**src/rtl/bsg_manycore_array_reset_sequencer_if.sv**
```systemverilog
// ---------------------------------------------------------------------------
// bsg_manycore_array_reset_sequencer_if
//
// Request/status bundle between a reset controller and the array reset
// sequencer. Signal names keep their sequencer-relative direction suffixes so
// they line up with the legacy port list.
//
//   req_v_i      requester -> sequencer  request a reset sequence
//   col_mask_i   requester -> sequencer  columns to reset, sampled on accept
//   req_ready_o  sequencer -> requester  sequencer idle, request accepted
//   busy_o       sequencer -> requester  sequence in progress
//   done_o       sequencer -> requester  one-cycle end-of-sequence pulse
//   error_o      sequencer -> requester  sticky propagation timeout
//
// Modports: slave (sequencer side), master (requester side).
// ---------------------------------------------------------------------------
interface bsg_manycore_array_reset_sequencer_if #(
    parameter int num_cols_p = 4
);
    logic                  req_v_i;
    logic                  req_ready_o;
    logic [num_cols_p-1:0] col_mask_i;
    logic                  busy_o;
    logic                  done_o;
    logic                  error_o;

    modport slave (
        input  req_v_i, col_mask_i,
        output req_ready_o, busy_o, done_o, error_o
    );

    modport master (
        output req_v_i, col_mask_i,
        input  req_ready_o, busy_o, done_o, error_o
    );
endinterface

```
**src/rtl/bsg_manycore_array_reset_sequencer.sv**
```systemverilog
// ---------------------------------------------------------------------------
// bsg_manycore_array_reset_sequencer
//
// Per-column reset sequencer for a compute-tile subarray. Asserts reset on a
// selected set of columns, holds it, releases the columns west-to-east with a
// programmable stagger, then waits for every selected column's reset to come
// back low from the south edge of the array.
//
// Ports:
//   clk_i          clock
//   reset_n_i      asynchronous active-low reset; starts a power-on sequence
//                  over all columns when released
//   req            request/status bundle (slave modport)
//   array_reset_o  per-column reset to the subarray north edge (registered)
//   array_reset_i  per-column reset returned from the subarray south edge
//
// Optional feature: define BSG_MANYCORE_RESET_SEQ_TIMEOUT_EN to bound the
// WAIT state to prop_timeout_p cycles and raise a sticky error_o on expiry.
// Without it WAIT waits indefinitely and error_o is tied low.
// ---------------------------------------------------------------------------
`ifndef BSG_SAFE_CLOG2
`define BSG_SAFE_CLOG2(x) (((x) == 1) ? 1 : $clog2(x))
`endif

module bsg_manycore_array_reset_sequencer #(
    parameter int num_cols_p     = 4,
    parameter int hold_cycles_p  = 16,
    parameter int stagger_p      = 2,
    parameter int prop_timeout_p = 64
) (
    input  logic                                clk_i,
    input  logic                                reset_n_i,
    bsg_manycore_array_reset_sequencer_if.slave req,
    output logic [num_cols_p-1:0]               array_reset_o,
    input  logic [num_cols_p-1:0]               array_reset_i
);

    if (num_cols_p < 1)     begin : g_bad_cols    $error("num_cols_p must be >= 1");     end
    if (hold_cycles_p < 1)  begin : g_bad_hold    $error("hold_cycles_p must be >= 1");  end
    if (stagger_p < 1)      begin : g_bad_stagger $error("stagger_p must be >= 1");      end
    if (prop_timeout_p < 1) begin : g_bad_timeout $error("prop_timeout_p must be >= 1"); end

    localparam logic [2:0] IDLE    = 3'd0;
    localparam logic [2:0] HOLD    = 3'd1;
    localparam logic [2:0] RELEASE = 3'd2;
    localparam logic [2:0] WAIT    = 3'd3;
    localparam logic [2:0] DONE    = 3'd4;

    localparam int hold_w_lp = `BSG_SAFE_CLOG2(hold_cycles_p);
    localparam int stag_w_lp = `BSG_SAFE_CLOG2(stagger_p);
    localparam int col_w_lp  = `BSG_SAFE_CLOG2(num_cols_p);

    localparam logic [hold_w_lp-1:0] hold_last_lp = hold_w_lp'(hold_cycles_p - 1);
    localparam logic [stag_w_lp-1:0] stag_last_lp = stag_w_lp'(stagger_p - 1);
    localparam logic [col_w_lp-1:0]  col_last_lp  = col_w_lp'(num_cols_p - 1);

    logic [2:0]            state_r;
    logic [num_cols_p-1:0] mask_r;
    logic [num_cols_p-1:0] array_reset_r;
    logic [hold_w_lp-1:0]  hold_cnt_r;
    logic [stag_w_lp-1:0]  stag_cnt_r;
    logic [col_w_lp-1:0]   col_idx_r;
    logic                  done_r;
    logic                  error_r;

    logic                  accept;
    logic                  col_done;
    logic                  col_last;
    logic [col_w_lp-1:0]   col_next;
    logic                  wait_unmet;

    assign accept     = (state_r == IDLE) && req.req_v_i;
    // Unmasked columns are skipped in one cycle; masked ones occupy stagger_p.
    assign col_done   = !mask_r[col_idx_r] || (stag_cnt_r == stag_last_lp);
    assign col_last   = (col_idx_r == col_last_lp);
    assign col_next   = col_idx_r + 1'b1;
    assign wait_unmet = |(array_reset_i & mask_r);

`ifdef BSG_MANYCORE_RESET_SEQ_TIMEOUT_EN
    localparam int to_w_lp = `BSG_SAFE_CLOG2(prop_timeout_p);
    localparam logic [to_w_lp-1:0] to_last_lp = to_w_lp'(prop_timeout_p - 1);

    logic [to_w_lp-1:0] to_cnt_r;
    logic               timeout;

    assign timeout = (state_r == WAIT) && wait_unmet && (to_cnt_r == to_last_lp);

    // to_cnt only advances while WAIT is still unmet and below its limit, so
    // it never wraps; it returns to zero whenever the FSM is outside WAIT.
    always_ff @(posedge clk_i or negedge reset_n_i) begin
        if (!reset_n_i) begin
            to_cnt_r <= '0;
            error_r  <= 1'b0;
        end else begin
            if (accept)
                error_r <= 1'b0;
            else if (timeout)
                error_r <= 1'b1;

            if (state_r != WAIT)
                to_cnt_r <= '0;
            else if (wait_unmet && !timeout)
                to_cnt_r <= to_cnt_r + 1'b1;
        end
    end
`else
    assign error_r = 1'b0;
`endif

    always_ff @(posedge clk_i or negedge reset_n_i) begin
        if (!reset_n_i) begin
            state_r       <= HOLD;
            mask_r        <= '1;
            array_reset_r <= '1;
            hold_cnt_r    <= '0;
            stag_cnt_r    <= '0;
            col_idx_r     <= '0;
            done_r        <= 1'b0;
        end else begin
            done_r <= 1'b0;
            case (state_r)
                IDLE: begin
                    if (accept) begin
                        if (|req.col_mask_i) begin
                            mask_r        <= req.col_mask_i;
                            array_reset_r <= array_reset_r | req.col_mask_i;
                            hold_cnt_r    <= '0;
                            state_r       <= HOLD;
                        end else begin
                            // Empty mask: no-op sequence, just acknowledge.
                            done_r <= 1'b1;
                        end
                    end
                end
                HOLD: begin
                    if (hold_cnt_r == hold_last_lp) begin
                        hold_cnt_r <= '0;
                        col_idx_r  <= '0;
                        stag_cnt_r <= '0;
                        state_r    <= RELEASE;
                        // A column's release is registered on the edge that
                        // enters its visit, so column 0 is cleared here.
                        if (mask_r[0])
                            array_reset_r[0] <= 1'b0;
                    end else begin
                        hold_cnt_r <= hold_cnt_r + 1'b1;
                    end
                end
                RELEASE: begin
                    if (col_done) begin
                        stag_cnt_r <= '0;
                        if (col_last) begin
                            state_r <= WAIT;
                        end else begin
                            col_idx_r <= col_next;
                            if (mask_r[col_next])
                                array_reset_r[col_next] <= 1'b0;
                        end
                    end else begin
                        stag_cnt_r <= stag_cnt_r + 1'b1;
                    end
                end
                WAIT: begin
                    if (!wait_unmet) begin
                        state_r <= DONE;
                        done_r  <= 1'b1;
                    end
`ifdef BSG_MANYCORE_RESET_SEQ_TIMEOUT_EN
                    else if (timeout) begin
                        state_r <= DONE;
                        done_r  <= 1'b1;
                    end
`endif
                end
                DONE: begin
                    state_r <= IDLE;
                end
                default: begin
                    state_r <= IDLE;
                end
            endcase
        end
    end

    assign array_reset_o   = array_reset_r;
    assign req.req_ready_o = (state_r == IDLE);
    assign req.busy_o      = (state_r != IDLE);
    assign req.done_o      = done_r;
    assign req.error_o     = error_r;

endmodule
```
**src/flat_wrapper.sv**
```systemverilog
// flat-port wrapper written by rule: the top's interface ports become plain ports
module bsg_manycore_array_reset_sequencer_flat 
#(
    parameter int num_cols_p     = 4,
    parameter int hold_cycles_p  = 16,
    parameter int stagger_p      = 2,
    parameter int prop_timeout_p = 64
)
  (clk_i, reset_n_i, array_reset_o, array_reset_i, req_req_v_i, req_col_mask_i, req_req_ready_o, req_busy_o, req_done_o, req_error_o);
  bsg_manycore_array_reset_sequencer_if #(.num_cols_p(num_cols_p)) req_i ();
  input  logic clk_i;
  input  logic reset_n_i;
  output logic [num_cols_p-1:0] array_reset_o;
  input  logic [num_cols_p-1:0] array_reset_i;
  input wire logic [$bits(req_i.req_v_i)-1:0] req_req_v_i;
  input wire logic [$bits(req_i.col_mask_i)-1:0] req_col_mask_i;
  output wire logic [$bits(req_i.req_ready_o)-1:0] req_req_ready_o;
  output wire logic [$bits(req_i.busy_o)-1:0] req_busy_o;
  output wire logic [$bits(req_i.done_o)-1:0] req_done_o;
  output wire logic [$bits(req_i.error_o)-1:0] req_error_o;
  assign req_i.req_v_i = req_req_v_i;
  assign req_i.col_mask_i = req_col_mask_i;
  assign req_req_ready_o = req_i.req_ready_o;
  assign req_busy_o = req_i.busy_o;
  assign req_done_o = req_i.done_o;
  assign req_error_o = req_i.error_o;
  bsg_manycore_array_reset_sequencer #(.num_cols_p(num_cols_p), .hold_cycles_p(hold_cycles_p), .stagger_p(stagger_p), .prop_timeout_p(prop_timeout_p)) u_core (.clk_i(clk_i), .reset_n_i(reset_n_i), .req(req_i), .array_reset_o(array_reset_o), .array_reset_i(array_reset_i));
endmodule
```
**config.mk**
```make
export PLATFORM = sky130hd
export DESIGN_NAME = bsg_manycore_array_reset_sequencer_flat
export DESIGN_NICKNAME = d
export VERILOG_FILES = /design/src/rtl/bsg_manycore_array_reset_sequencer_if.sv /design/src/rtl/bsg_manycore_array_reset_sequencer.sv /design/src/flat_wrapper.sv
export SDC_FILE = /design/constraint.sdc
export NUM_CORES = 1
export LEC_CHECK = 0
export BUFFER_PORTS_ARGS = -buffer_cell sky130_fd_sc_hd__clkbuf_2
export CAP_MARGIN = 20
export CORE_MARGIN = 2
export CORE_UTILIZATION = 60
export DETAILED_ROUTE_END_ITERATION = 10
export PLACE_DENSITY_LB_ADDON = 0.1
export SETUP_SLACK_MARGIN = 0.2
export SKIP_CTS_REPAIR_TIMING = 1
export SYNTH_ARGS = -nofsm -noshare
export SYNTH_HDL_FRONTEND = slang
export SYNTH_SLANG_ARGS = --single-unit
```
**constraint.sdc**
```tcl
create_clock -name clk_i -period 3.5 [get_ports clk_i]
set_input_delay 0.525 -clock clk_i [delete_from_list [all_inputs] [get_ports clk_i]]
set_output_delay 0.525 -clock clk_i [all_outputs]
set_load 0.01 [all_outputs]
```
## Word level (Yosys, flattened, before mapping)

Cells that the tools add are included.

- Order comparisons: 3
- Reductions and logical operators: 19
- Bitwise logic cells: 4
- Add/sub/neg operators: 3
- Eq/ne operators: 14
- Multiplexer cells: 37

Operators with widths:

| kind | count |
|---|---|
| $mux W4 | 8 |
| $mux W3 | 6 |
| $ne A2 B1 Y1 const B | 7 |
| $pmux W3 S4 | 1 |
| $reduce_and A6 Y1 | 2 |
| $mux W1 | 10 |
| $and A4 B4 Y4 | 2 |
| $pmux W4 S2 | 1 |
| $reduce_and A8 Y1 | 1 |
| $reduce_or A4 Y1 | 2 |
| $eq A3 B2 Y1 const B | 2 |
| $lt A2 B3 Y1 const B | 2 |
| $mux W2 | 3 |
| $pmux W3 S2 | 1 |
| $reduce_and A3 Y1 | 2 |
| $reduce_bool A2 Y1 | 3 |
| $reduce_bool A3 Y1 | 2 |
| $add A4 B1 Y4 const B | 1 |
| $bmux W1 S2 | 2 |
| $eq A4 B4 Y1 const B | 1 |
| $ne A2 B2 Y1 const B | 2 |
| $not A4 Y4 | 1 |
| $or A4 B4 Y4 | 1 |
| $pmux W1 S2 | 2 |
| other kinds (14) | 15 |

- Input port bits: 11
- Output and inout bits: 8
- Register bits after elaboration: 19

## Logic depth before layout (Yosys ltp)

- Depth after elaboration: 11
- Gate-level depth with buffers: 8

## Least setup slack after synthesis

OpenSTA, ideal clock, no wires.

- Path kind: register to register
- From: register u_core.col_idx_r[0]
- To: register u_core.array_reset_r[3] (netlist: u_core.array_reset_o[3])
- Cell stages (with the launch flop): 9
- Slack: 1.365 ns
- Setup time: 0.082 ns
- Data required time: 3.418 ns
- Buffers on the path: 1
- Data arrival time: 2.053 ns
- Path through: dfrtp_1 -> buf_4 -> inv_1 -> ha_1 -> mux4_4 -> a21oi_1 -> a211oi_1 -> nor2_1 -> a211o_1

- Word-level cells in the longest chain between the ends: 11
- Elaborated cells between the ends (all ways): 23

RTL lines:

| item | RTL line | source |
|---|---|---|
| from (decl) | bsg_manycore_array_reset_sequencer.sv:62 | `logic [col_w_lp-1:0] col_idx_r;` |
| from (signal assigned) | bsg_manycore_array_reset_sequencer.sv:155 | `col_idx_r <= col_next;` |
| $add A2 B1 Y2 | bsg_manycore_array_reset_sequencer.sv:76 | `assign col_next = col_idx_r + 1'b1;` |
| $lt A2 B3 Y1 (implied by the code) / $ge A2 B1 Y1 (equally long branches) | bsg_manycore_array_reset_sequencer.sv:157 | `array_reset_r[col_next] <= 1'b0;` |
| $logic_and A1 B1 Y1 (implied by the code) | bsg_manycore_array_reset_sequencer.sv:157 |  |
| $mux W1 (implied by the code) | bsg_manycore_array_reset_sequencer.sv:157 |  |
| $demux W1 S2 | -- |  |
| $not A4 Y4 (no source line) | -- |  |
| $and A4 B4 Y4 (no source line) | -- |  |
| $mux W4 | bsg_manycore_array_reset_sequencer.sv:156 | `if (mask_r[col_next])` |
| $mux W4 | bsg_manycore_array_reset_sequencer.sv:152 | `if (col_last) begin` |
| $mux W4 | bsg_manycore_array_reset_sequencer.sv:150 | `if (col_done) begin` |
| $pmux W3 S2 | bsg_manycore_array_reset_sequencer.sv:121 | `case (state_r)` |
| to (signal assigned) | bsg_manycore_array_reset_sequencer.sv:126 | `array_reset_r <= array_reset_r \| req.col_mask_i;` |
| to (decl) | bsg_manycore_array_reset_sequencer.sv:59 | `logic [num_cols_p-1:0] array_reset_r;` |

Several ways; a longest one is shown, not always the timed one. The select of a mux whose other input is x is not followed.
A chain may end at the register's enable or synchronous reset.

## Worst setup path in the final report

Ends and elaborated chain as after synthesis.

==> implementation parameters <==
Parameter                              Value

Power and ir drop
  Clock group share of total power    between 10 and 15%
  Max VDD drop    ~380 uV
  Leakage dissipation    between 0.5 and 0.6 nW
  Combinational fraction of design power    between 30% and 40%
  Power share of the sequential group    about half
  Switching power    0.000277 W
  Switching portion of total power    ~37%
  Internal power    0.000463 W
  Pwr/cell area    ~560 nW/um^2

Clocking
  Root buf cell    clkbuf_4
  Largest buffer count on any clock path    2
  TritonCTS buffer count    3
  H-tree depth    1
  CTS tree    yes
  Worst-skew pair later-pin latency    0.30 ns
  Post-CTS clock slew at the launch and capture registers of the worst setup and hold paths    0.10 ns
  Number of clock sinks    19

STA
  Worst setup slack after layout    about 1.1 ns
  Final setup violation count    0
  Final hold viol count    0
  Hold_ws    0.152 ns
  Final worst clock skew    about 0.0046 ns
  Remaining max-slew budget at the tightest pin    roughly two thirds
  Final period util    67.4%
  Tightest Pin Transition    around 0.52 ns
  Sum Neg Setup Slack    0 ns
  Setup repair after global routing missed its margin    no
  Number of pins exceeding their max-slew limit in the final report    0
  Period minus WS final    between 2 and 2.5 ns
  Fmax    approximately 0.42 GHz

Final layout
  Utilization of the core after routing    between 60% and 70%
  Non-filler instance count after layout    ~170
  Fraction of final layout cells sized beyond drive strength 1    between 20 and 30%
  Area used by sequential logic in the layout    approximately 490 sq um
  Area Growth Syn to Fin    6.89%
  Number of inserted filler cells in the final layout    between 150 and 200
  Nets    approximately 160
  Number of antenna cells inserted    0
  Area taken by multi-input logic gates    662 sq um

Logic synthesis
  Synth area leaders    dfrtp_1 20%, dfstp_2 19%, ha_1 6.1%
  Share of the synthesized area in the top cell type    roughly a fifth
  Post-synthesis net count    ~140
  Post-synth EDFFs    0
  Post-synthesis instance total    between 100 and 150
  Mean post-synth cell area    ~10 sq um
  Register area share after synthesis    39.4%
  Yosys warning count    0
  Share of flip-flops with an asynchronous set or reset after synthesis    100%
  Top-count cell post-synth    nand2_1
  Synthesized flop and latch total    19
  Library cells used by synthesis    46
  Cell accounting for the most synthesized area    dfrtp_1
  Area of the mapped netlist    about 1200 sq um
  Post-synth top flop    dfrtp_1
  List of most frequent post-synthesis cells    15 x nand2_1, 10 x dfrtp_1, 9 x dfstp_2, 7 x nor2_1

Place
  Setup Slack @ Placement    about 1.2 ns
  Placed Cells incl. Taps    approximately 160
  Detailed placement HPWL    ~1900 um
  # port buffers    17
  Weighted congestion reported at the end of routability-driven placement    between 0.7 and 0.8

Detailed routing
  Via total after detailed routing    a little under 1000
  Final antenna-violating net count    0
  Final wirelength    between 2000 and 2500 um
  Initial DRT Pass Iterations    5
  Via density per instance    5.83
  Drc violations    0
  DRC marker count from the first detailed-route iteration    30
  WL/cell    between 10 and 15 um

Worst setup path
  Cells along the critical path    inv_1 > ha_1 > mux4_4 > a21oi_1 > a211oi_1 > nor2_1 > a211o_1
  Arrival time of data at the critical path endpoint    2.59 ns
  Largest stage delay on the critical path    roughly 0.56 ns
  Crit end category    flip-flop
  Highest net fanout along the worst path    11
  Setup Crit Path Kind    flip-flop to flip-flop
  CP Data Required Time    approximately 3.7 ns
  Largest delay contributor family on the critical path    compound AO/OA/AOI/OAI gates
  Startpoint types    flip-flop
  Critical-path top delay cell    dfrtp_1
  Worst Path Buf+Inv    1

Die
  Initial Util    ~64%
  Count of pins on the block boundary    19
  Core ar.    1940 sq um
  Die Width    49.4 um
  Area enclosed by the die boundary    2440 sq um
  Std cell rows    16
  Y dimension of the die    49.4 um

GRT
  Wire length of the first global-routing pass    4080 um
  Number of antenna violations at the first check in global routing    0
  Maximum number of pins on one net before global-route repair    20
  Residual overflow from global routing    0
  Number of global-route vias before repair    about 900
  GR Util All Layers    a little over a fifth

Worst hold path
  Worst min-delay path category    input pin to asynchronous set/reset pin

Run
  Max Cap Viol    0

Status
  Outcome    completed
==> worst reg2reg max path, cell delays in order (launching register included) <==
cell,delay [ns]
dfrtp_1,0.56
inv_1,0.13
ha_1,0.34
mux4_4,0.41
a21oi_1,0.06
a211oi_1,0.44
nor2_1,0.07
a211o_1,0.28
==> routing by layer <==
metal  up-vias  routed length [um]  global-route usage (%)
met4         0                  34                    7.14
met1       459                1210                    31.0
li1        488                   -                       -
met3         5                 103                    3.37
met5         -                   0                       0
met2        22                1070                    34.0
==> per-stage QoR <==
step           power [W]  cell area, sq um
2_1_floorplan   0.000574              1230
3_3_place_gp    0.000627              1290
3_5_place_dp    0.000633              1290
4_1_cts         0.000742              1320
5_1_grt         0.000792              1320
6_report        0.000740              1320
==> layout make-up <==
cell class	instances	area share [%]
timing repair buffer	17	6.45
clock buffer	4	1.99
inverter	7	1.99
multi-input combinational	93	50.1
tap	27	2.56
sequential	19	36.9
==> placed cells by master, fill, tap and decap left out, types with 2 or more instances in the layout <==
cell / count
o2bb2ai_1: 2
o21ai_1: 2
nand3_1: 3
inv_1: 6
nand2_1: 15
nand3b_1: 2
clkbuf_2: 17
mux2i_1: 3
and2_1: 3
nor2b_1: 2
a32o_1: 2
dfstp_2: 9
a31oi_1: 4
nor2_1: 7
o21ai_0: 6
nor3_1: 2
a21oi_1: 3
ha_1: 6
clkbuf_4: 3
dfrtp_1: 10
a22o_1: 4
a22oi_1: 4
==> power by group through the flow <==
| stage | clock, W | combinational, W | sequential (W) |
|---|---|---|---|
| 2_1_floorplan | 0 | 0.000243 | 0.000330 |
| 3_3_place_gp | 0 | 0.000267 | 0.000360 |
| 3_5_place_dp | 0 | 0.000272 | 0.000361 |
| 4_1_cts | 0.000111 | 0.000273 | 0.000358 |
| 5_1_grt | 0.000119 | 0.000308 | 0.000365 |
| 6_report | 0.000110 | 0.000271 | 0.000359 |
==> final timing paths <==
check                                                     from                                  end  slack (ns)  cells past startpoint
max                            u_core.col_idx_r[0]$_DFFE_PN0P_  u_core.array_reset_o[3]$_DFFE_PN1P_        1.14                      7
min                                                  reset_n_i     u_core.hold_cnt_r[2]$_DFFE_PN0P_        0.15                      1
max reg2reg                    u_core.col_idx_r[0]$_DFFE_PN0P_  u_core.array_reset_o[3]$_DFFE_PN1P_        1.14                      7
min reg2reg                u_core.array_reset_o[0]$_DFFE_PN1P_  u_core.array_reset_o[0]$_DFFE_PN1P_        0.52                      2
max in group asynchronous                            reset_n_i  u_core.array_reset_o[3]$_DFFE_PN1P_        3.00                      1
min in group clk_i                           req_col_mask_i[0]         u_core.mask_r[0]$_DFFE_PN1P_        0.47                      3
==> state kept, by name (all words and copies together), names as in the netlist <==
register              cells
u_core.array_reset_o      4
u_core.mask_r             4
u_core.stag_cnt_r         1
u_core.state_r            3
u_core.col_idx_r          2
u_core.hold_cnt_r         4
u_core.req.done_o         1
==> cell families after synthesis <==
kind of cell	count (synthesis)	synth area share, %
mux	5	5.37
buf+inv	14	6.99
flops	19	39.4
fa+ha+maj	6	6.08
simple gates	44	20.3
compound gates	37	21.6
other cells	1	0.304
(Power assumes the default switching activity.)
